### src/rtl/sm_rom_reader_if.sv
// sm_rom_reader_if: bus bundle between the instruction-memory dump engine
// and its surroundings (control, memory read port, UART line, status).
//
//   start      request pulse, accepted only while the engine is idle
//   startAddr  first word address, sampled with start
//   lastAddr   last word address (inclusive), sampled with start
//   im_ra      memory read address (driven by the engine)
//   im_rd      memory read data, one cycle after im_ra (synchronous read)
//   uart_out   serial 8N1 transmit line, idle high
//   busy       dump in progress
//   done       one-cycle end-of-dump pulse
//   byteIdx    byte of the current word being sent
//
// Modports: master = the dump engine, slave = the environment around it.
interface sm_rom_reader_if #(
  parameter int ADDR_W = 11
);
  logic              start;
  logic [ADDR_W-1:0] startAddr;
  logic [ADDR_W-1:0] lastAddr;
  logic [ADDR_W-1:0] im_ra;
  logic [31:0]       im_rd;
  logic              uart_out;
  logic              busy;
  logic              done;
  logic [1:0]        byteIdx;

  modport master (
    input  start, startAddr, lastAddr, im_rd,
    output im_ra, uart_out, busy, done, byteIdx
  );

  modport slave (
    output start, startAddr, lastAddr, im_rd,
    input  im_ra, uart_out, busy, done, byteIdx
  );
endinterface

### src/rtl/sm_rom_reader.sv
// sm_rom_reader: instruction-memory dump engine. On an accepted start it
// reads words startAddr..lastAddr (wrapping modulo 2^ADDR_W) through the
// memory read port and sends each word little-endian as four 8N1 bytes.
//
// Ports:
//   clkIn  clock, rising edge
//   rst_n  asynchronous active-low reset
//   bus    sm_rom_reader_if.master (start/addresses, memory port, UART, status)
//
// Parameters: ADDR_W (word-address width), BAUD_DIV (clocks per bit, >= 2).
//
// Optional feature: define SM_ROM_READER_CHECKSUM_EN to append one extra
// byte after the last word, the XOR of every byte sent in the dump.
module sm_rom_reader #(
  parameter int ADDR_W   = 11,
  parameter int BAUD_DIV = 868
) (
  input  logic            clkIn,
  input  logic            rst_n,
  sm_rom_reader_if.master bus
);

  localparam int CW = (BAUD_DIV > 1) ? $clog2(BAUD_DIV) : 1;
  localparam logic [CW-1:0] CNT_LAST = CW'(BAUD_DIV - 1);

  typedef enum logic [2:0] {
    S_IDLE, S_FETCH, S_LATCH, S_START, S_DATA, S_STOP
  } state_t;

  state_t            state_q, state_d;
  logic [ADDR_W-1:0] addr_q, addr_d;
  logic [ADDR_W-1:0] end_q, end_d;
  logic [23:0]       rest_q, rest_d;     // bytes of the word not yet sent
  logic [7:0]        byte_q, byte_d;     // byte on the line, shifted LSB first
  logic [CW-1:0]     cnt_q, cnt_d;
  logic [2:0]        bit_q, bit_d;
  logic [1:0]        byte_idx_q, byte_idx_d;
  logic              uart_q, uart_d;
  logic              busy_q, busy_d;
  logic              done_q, done_d;
`ifdef SM_ROM_READER_CHECKSUM_EN
  logic [7:0]        csum_q, csum_d;
  logic              csum_phase_q, csum_phase_d;
`endif

  logic cnt_last;
  assign cnt_last = (cnt_q == CNT_LAST);

  // uart_d always carries the level of the first cycle of the next state,
  // so the registered line changes exactly on bit boundaries.
  always_comb begin
    state_d    = state_q;
    addr_d     = addr_q;
    end_d      = end_q;
    rest_d     = rest_q;
    byte_d     = byte_q;
    cnt_d      = cnt_q;
    bit_d      = bit_q;
    byte_idx_d = byte_idx_q;
    uart_d     = uart_q;
    busy_d     = busy_q;
    done_d     = 1'b0;
`ifdef SM_ROM_READER_CHECKSUM_EN
    csum_d       = csum_q;
    csum_phase_d = csum_phase_q;
`endif
    case (state_q)
      S_IDLE: begin
        uart_d = 1'b1;
        busy_d = 1'b0;
        // busy_q is still high in the done cycle, so a start there is ignored
        if (bus.start && !busy_q) begin
          addr_d  = bus.startAddr;
          end_d   = bus.lastAddr;
          busy_d  = 1'b1;
          state_d = S_FETCH;
`ifdef SM_ROM_READER_CHECKSUM_EN
          csum_d       = 8'h00;
          csum_phase_d = 1'b0;
`endif
        end
      end
      S_FETCH: state_d = S_LATCH;
      S_LATCH: begin
        byte_d     = bus.im_rd[7:0];
        rest_d     = bus.im_rd[31:8];
        byte_idx_d = 2'd0;
        cnt_d      = '0;
        uart_d     = 1'b0;
        state_d    = S_START;
`ifdef SM_ROM_READER_CHECKSUM_EN
        csum_d = csum_q ^ bus.im_rd[7:0] ^ bus.im_rd[15:8]
                        ^ bus.im_rd[23:16] ^ bus.im_rd[31:24];
`endif
      end
      S_START: begin
        if (cnt_last) begin
          cnt_d   = '0;
          bit_d   = 3'd0;
          uart_d  = byte_q[0];
          state_d = S_DATA;
        end else begin
          cnt_d = cnt_q + 1'b1;
        end
      end
      S_DATA: begin
        if (cnt_last) begin
          cnt_d = '0;
          if (bit_q == 3'd7) begin
            uart_d  = 1'b1;
            state_d = S_STOP;
          end else begin
            bit_d  = bit_q + 1'b1;
            byte_d = {1'b0, byte_q[7:1]};
            uart_d = byte_q[1];
          end
        end else begin
          cnt_d = cnt_q + 1'b1;
        end
      end
      S_STOP: begin
        if (cnt_last) begin
          cnt_d = '0;
`ifdef SM_ROM_READER_CHECKSUM_EN
          if (csum_phase_q) begin
            done_d  = 1'b1;
            state_d = S_IDLE;
          end else
`endif
          if (byte_idx_q != 2'd3) begin
            byte_idx_d = byte_idx_q + 1'b1;
            byte_d     = rest_q[7:0];
            rest_d     = {8'h00, rest_q[23:8]};
            uart_d     = 1'b0;
            state_d    = S_START;
          end else if (addr_q != end_q) begin
            addr_d  = addr_q + 1'b1;   // wraps naturally at 2^ADDR_W
            state_d = S_FETCH;
          end else begin
`ifdef SM_ROM_READER_CHECKSUM_EN
            csum_phase_d = 1'b1;
            byte_idx_d   = 2'd0;
            byte_d       = csum_q;
            uart_d       = 1'b0;
            state_d      = S_START;
`else
            done_d  = 1'b1;
            state_d = S_IDLE;
`endif
          end
        end else begin
          cnt_d = cnt_q + 1'b1;
        end
      end
      default: state_d = S_IDLE;
    endcase
  end

  always_ff @(posedge clkIn or negedge rst_n) begin
    if (!rst_n) begin
      state_q    <= S_IDLE;
      addr_q     <= '0;
      end_q      <= '0;
      rest_q     <= '0;
      byte_q     <= '0;
      cnt_q      <= '0;
      bit_q      <= '0;
      byte_idx_q <= '0;
      uart_q     <= 1'b1;
      busy_q     <= 1'b0;
      done_q     <= 1'b0;
`ifdef SM_ROM_READER_CHECKSUM_EN
      csum_q       <= '0;
      csum_phase_q <= 1'b0;
`endif
    end else begin
      state_q    <= state_d;
      addr_q     <= addr_d;
      end_q      <= end_d;
      rest_q     <= rest_d;
      byte_q     <= byte_d;
      cnt_q      <= cnt_d;
      bit_q      <= bit_d;
      byte_idx_q <= byte_idx_d;
      uart_q     <= uart_d;
      busy_q     <= busy_d;
      done_q     <= done_d;
`ifdef SM_ROM_READER_CHECKSUM_EN
      csum_q       <= csum_d;
      csum_phase_q <= csum_phase_d;
`endif
    end
  end

  assign bus.im_ra    = addr_q;
  assign bus.uart_out = uart_q;
  assign bus.busy     = busy_q;
  assign bus.done     = done_q;
  assign bus.byteIdx  = byte_idx_q;

endmodule

### src/flat_wrapper.sv
// flat-port wrapper written by rule: the top's interface ports become plain ports
module sm_rom_reader_flat 
#(
  parameter int ADDR_W   = 11,
  parameter int BAUD_DIV = 868
)
  (clkIn, rst_n, bus_start, bus_startAddr, bus_lastAddr, bus_im_rd, bus_im_ra, bus_uart_out, bus_busy, bus_done, bus_byteIdx);
  sm_rom_reader_if #(.ADDR_W(ADDR_W)) bus_i ();
  input  logic clkIn;
  input  logic rst_n;
  input wire logic [$bits(bus_i.start)-1:0] bus_start;
  input wire logic [$bits(bus_i.startAddr)-1:0] bus_startAddr;
  input wire logic [$bits(bus_i.lastAddr)-1:0] bus_lastAddr;
  input wire logic [$bits(bus_i.im_rd)-1:0] bus_im_rd;
  output wire logic [$bits(bus_i.im_ra)-1:0] bus_im_ra;
  output wire logic [$bits(bus_i.uart_out)-1:0] bus_uart_out;
  output wire logic [$bits(bus_i.busy)-1:0] bus_busy;
  output wire logic [$bits(bus_i.done)-1:0] bus_done;
  output wire logic [$bits(bus_i.byteIdx)-1:0] bus_byteIdx;
  assign bus_i.start = bus_start;
  assign bus_i.startAddr = bus_startAddr;
  assign bus_i.lastAddr = bus_lastAddr;
  assign bus_i.im_rd = bus_im_rd;
  assign bus_im_ra = bus_i.im_ra;
  assign bus_uart_out = bus_i.uart_out;
  assign bus_busy = bus_i.busy;
  assign bus_done = bus_i.done;
  assign bus_byteIdx = bus_i.byteIdx;
  sm_rom_reader #(.ADDR_W(ADDR_W), .BAUD_DIV(BAUD_DIV)) u_core (.clkIn(clkIn), .rst_n(rst_n), .bus(bus_i));
endmodule
### config.mk
export PLATFORM = sky130hd
export DESIGN_NAME = sm_rom_reader_flat
export DESIGN_NICKNAME = d
export VERILOG_FILES = /design/src/rtl/sm_rom_reader_if.sv /design/src/rtl/sm_rom_reader.sv /design/src/flat_wrapper.sv
export SDC_FILE = /design/constraint.sdc
export NUM_CORES = 1
export LEC_CHECK = 0
export CAP_MARGIN = 20
export CORE_ASPECT_RATIO = 0.9
export CORE_UTILIZATION = 52
export DETAILED_ROUTE_END_ITERATION = 6
export GPL_TIMING_DRIVEN = 0
export PLACE_DENSITY = 0.8
export SKIP_CTS_REPAIR_TIMING = 1
export SLEW_MARGIN = 20
export SYNTH_ARGS = -nofsm -noshare
export SYNTH_HDL_FRONTEND = slang
export SYNTH_SLANG_ARGS = --single-unit
### constraint.sdc
create_clock -name clkIn -period 2.5 [get_ports clkIn]
set_input_delay 0.75 -clock clkIn [delete_from_list [all_inputs] [get_ports clkIn]]
set_output_delay 0.75 -clock clkIn [all_outputs]
set_load 0.005 [all_outputs]
==> results by stage <==
Synth:
- The most used flip-flop cell after synthesis is sky130_fd_sc_hd__dfrtp_1.
- Yosys mapped a number of flops with a built-in enable equal to 0.
- After technology mapping, the gate count stands at 415.
- The number of distinct library cells after synthesis is 49.
- The flip-flop and latch count after synthesis is 75.
- For this run, the register share of the synthesized area comes to 0.478.
- The share of synthesized area in the top cell type comes to 0.472.
- The average instance in the mapped netlist occupies 9.46 um^2.
- The synthesized area is 3930 um^2.
- After synthesis, the share of flip-flops with an asynchronous set or reset is 1.00.
- By area the synthesized netlist is led by sky130_fd_sc_hd__dfrtp_1 47%, sky130_fd_sc_hd__nand2_1 9.2%, sky130_fd_sc_hd__mux2i_1 6.1%, sky130_fd_sc_hd__o21ai_0 5.4%, sky130_fd_sc_hd__mux2_2 3.4%.
- The Yosys warning count is 0.
- The post-synthesis cell type with the largest combined area is sky130_fd_sc_hd__dfrtp_1.
- The number of nets in the synthesized netlist is 477.

Critical path:
- The launch point of the worst reg-to-reg path is u_core.cnt_q[4]$_DFFE_PN0P_.
- The endpoint arrival time on the critical path is 2.63 ns.
- The largest single stage delay on the critical path is 0.48 ns.
- The number of buffers and inverters on the critical path is 1.
- The library cell contributing the largest single delay on the critical path is sky130_fd_sc_hd__clkdlybuf4s50_1.
- The critical path is of the input pin to flip-flop type.
- STA puts the critical path data required time at 2.72 ns.
- The capturing element type of the critical path is a flip-flop.
- The cell type group with the largest total delay on the critical path is compound AO/OA/AOI/OAI gates.
- STA classifies the critical path startpoint as an input pin.
- Along the worst path, the maximum fanout reaches 8.
- The critical path startpoint is bus_start.
- The critical path goes through clkdlybuf4s50_1 > or4b_4 > a21oi_4 > nand2_2 > o311ai_1 > o21ai_1.

Cells and area:
- The library cells used most frequently in the layout, excluding fill and tap cells, are 96 x sky130_fd_sc_hd__nand2_1, 74 x sky130_fd_sc_hd__dfrtp_1, 71 x sky130_fd_sc_hd__clkdlybuf4s50_1, 42 x sky130_fd_sc_hd__o21ai_0, 24 x sky130_fd_sc_hd__mux2i_1.
- The number of fill cells is 577.
- Measured on the finished design, the core utilization comes to 0.697.
- The number of antenna diodes in the final layout is 0.
- Of the cells placed in the final design, the portion with a size suffix greater than 1 is 0.0893.
- The final layout contains 561 nets.
- Leaving out fill and tap cells, the most frequent cell in the layout is sky130_fd_sc_hd__nand2_1.
- Summing all non-filler instances in the final layout gives an area of 5010 um^2.
- Compared with the post-synthesis result, the final layout area differs by 27.6%.

Die:
- The floorplan die width is 93.6 um.
- The count of pins on the block boundary is 73.
- The area of the die is 7900 um^2.
- The starting density of the core is 0.546.
- The total area inside the core boundary comes to 7180 um^2.
- The number of rows in the core area is 29.
- The vertical die dimension is 84.4 um.

Drt:
- The number of DRC markers after the initial detailed-route iteration is 210.
- The aggregate routed wire length is 9700 um.
- The via count normalized by instance count is 5.78.
- The average wire length per cell after detail routing is 16.3 um.
- For this run, the detailed router's first-pass iteration total came to 6.
- In the routed design, unresolved DRC markers number 0.
- The count of nets left with antenna violations once routing finished came out at 0.
- The detailed router placed 3,453 vias in this run.

STA:
- The highest achievable clock rate is 415 MHz.
- For the pin with the worst max-slew slack, the measured transition is 0.733 ns.
- Measured against its own limit, the worst slew margin works out to 0.511.
- Between clock sinks in the finished design, the worst skew comes to 0.0111 ns.
- The number of endpoints failing setup at the final stage is 0.
- Setup repair after global routing left no endpoint under its margin.
- The time the worst path needs with I/O delays and setup is 2.41 ns.
- The ratio of final minimum period to clock period is 0.964.
- The final-layout setup total negative slack is 0 ns.
- The number of endpoints with negative hold slack in the final report is 0.
- The total count of max-transition violations in the final report came to 0.

Global routing:
- After global routing the overflow that remains totals 0.
- The maximum number of pins on one net before global-route repair is 60.
- The overall fraction of global-route tracks in use is 0.264.
- The number of global-route vias before repair is 3,376.
- The number of antenna violations at the first check in global routing was 0.
- The first global-routing pass estimated 16,200 um of wire.

Placed design:
- The count of buffers from port buffering is 72.
- The weighted congestion reported at the end of routability-driven placement is 0.866.
- The detailed-placement wirelength estimate is 7160 um.
- The standard cell area after detailed placement is 4790 um^2.

Power:
- VDD sags by at most 0.391 mV.
- The leakage power of the design is 2.34 nW.
- Power spread over the standard cell area amounts to 486 nW/um^2.

Clock tree:
- The clock tree from TritonCTS is built.
- The maximum root-to-sink buffer count is 2.
- CTS placed an instance of sky130_fd_sc_hd__clkbuf_8 at the clock tree root.
- The worst-skew pair later-pin latency is 0.35 ns.
- The number of buffers inserted during clock tree synthesis is 9.
- After clock tree synthesis, the clock-pin slew on the worst setup and hold paths is 0.09 ns.
- The total clock sinks is 75.
- CTS built an H-tree with a depth of 3.

Flow run:
- Max-cap violations in this run came to 0.

Status:
- The flow ran to the end, and the final reports show no timing, DRC or antenna violations.

Hold path:
- The min-delay analysis places its worst path in the category input pin to async pin.
==> worst register-to-register path, cell delays in order (launching register included) <==
cell                      delay (ns)
sky130_fd_sc_hd__dfrtp_1        0.42
sky130_fd_sc_hd__or3_1          0.46
sky130_fd_sc_hd__nor3_2         0.23
sky130_fd_sc_hd__buf_2          0.28
sky130_fd_sc_hd__a21oi_1        0.14
sky130_fd_sc_hd__nor2_4         0.24
sky130_fd_sc_hd__mux2_2         0.37
==> final timing paths <==
path	to	slack [ns]	cells after the start
hold / removal	u_core.end_q[7]$_DFFE_PN0P_	0.26	1
max in group asynchronous	u_core.bus.uart_out$_DFFE_PN1P_	1.61	2
setup / recovery	u_core.bus.im_ra[7]$_DFFE_PN0P_	0.09	6
hold reg to reg	u_core.rest_q[14]$_DFFE_PN0P_	0.49	2
min in group clkIn	u_core.rest_q[14]$_DFFE_PN0P_	0.49	2
setup reg to reg	u_core.byte_q[7]$_DFFE_PN0P_	0.24	6
==> layer usage <==
metal	vias to the layer above	routed length (um)	global-route usage
met3	17	498	0.0471
li1	1637	-	-
met1	1678	4390	0.373
met2	121	4650	0.408
met4	0	160	0.0965
met5	-	0	0
==> cell usage after synthesis, types with 8 or more instances <==
master                     number
sky130_fd_sc_hd__a22o_1        10
sky130_fd_sc_hd__clkbuf_1      18
sky130_fd_sc_hd__dfrtp_1       74
sky130_fd_sc_hd__mux2_2        12
sky130_fd_sc_hd__mux2i_1       24
sky130_fd_sc_hd__nand2_1       96
sky130_fd_sc_hd__nand3_1        8
sky130_fd_sc_hd__nand4_1        9
sky130_fd_sc_hd__nor2_1        15
sky130_fd_sc_hd__nor3_1         8
sky130_fd_sc_hd__o21ai_0       42
sky130_fd_sc_hd__xnor2_1       13
==> sequential cells by signal, indices dropped and copies added, names as in the netlist <==
signal and flops:
u_core.bus.done 1, u_core.rest_q 24, u_core.cnt_q 10, u_core.state_q 3
u_core.bus.busy 1, u_core.bus.im_ra 11, u_core.bus.byteIdx 2, u_core.end_q 11
u_core.bus.uart_out 1, u_core.bit_q 3, u_core.byte_q 8
==> cells by family (layout without fill, tap and decap cells) <==
group           Yosys count  count (layout)  synth area share
flops                    75              75             0.478
xor+xnor                 13              13            0.0290
buf+inv                  27             116            0.0290
simple gates            168             168             0.199
compound gates           91              91             0.153
mux                      36              36            0.0956
fa+ha+maj                 5               5            0.0159
==> final cells by class <==
| class | count | area (um^2) | share of cell area |
|---|---|---|---|
| Multi-Input combinational cell | 313 | 1940 | 0.387 |
| Tap cell | 93 | 116 | 0.0232 |
| Inverter | 4 | 15.0 | 0.00300 |
| Sequential cell | 75 | 1880 | 0.375 |
| Timing Repair Buffer | 73 | 746 | 0.149 |
| Clock inverter | 7 | 91.3 | 0.0182 |
| Clock buffer | 9 | 124 | 0.0247 |
| Buffer | 23 | 98.8 | 0.0197 |
==> per-stage QoR <==
step	worst slack [ns]	hold WS, ns	std cells	total power (W)
2_1_floorplan	0.445	0.449	415	0.00131
3_3_place_gp	-1.89	0.461	580	0.00143
3_5_place_dp	-0.214	0.471	581	0.00144
4_1_cts	0.157	0.262	597	0.00245
5_1_grt	0.0384	0.254	597	0.00253
6_report	0.0910	0.263	597	0.00243
==> where the power goes <==
group	leakage [nW]	total, W	internal, W	switching, W
Sequential	0.905	0.00126	0.00124	0.0000166
Clock	0.108	0.00102	0.000492	0.000523
Combinational	1.33	0.000163	0.000106	0.0000563
Total	2.34	0.00243	0.00184	0.000596
No activity file was read; power rests on OpenSTA's default activity.
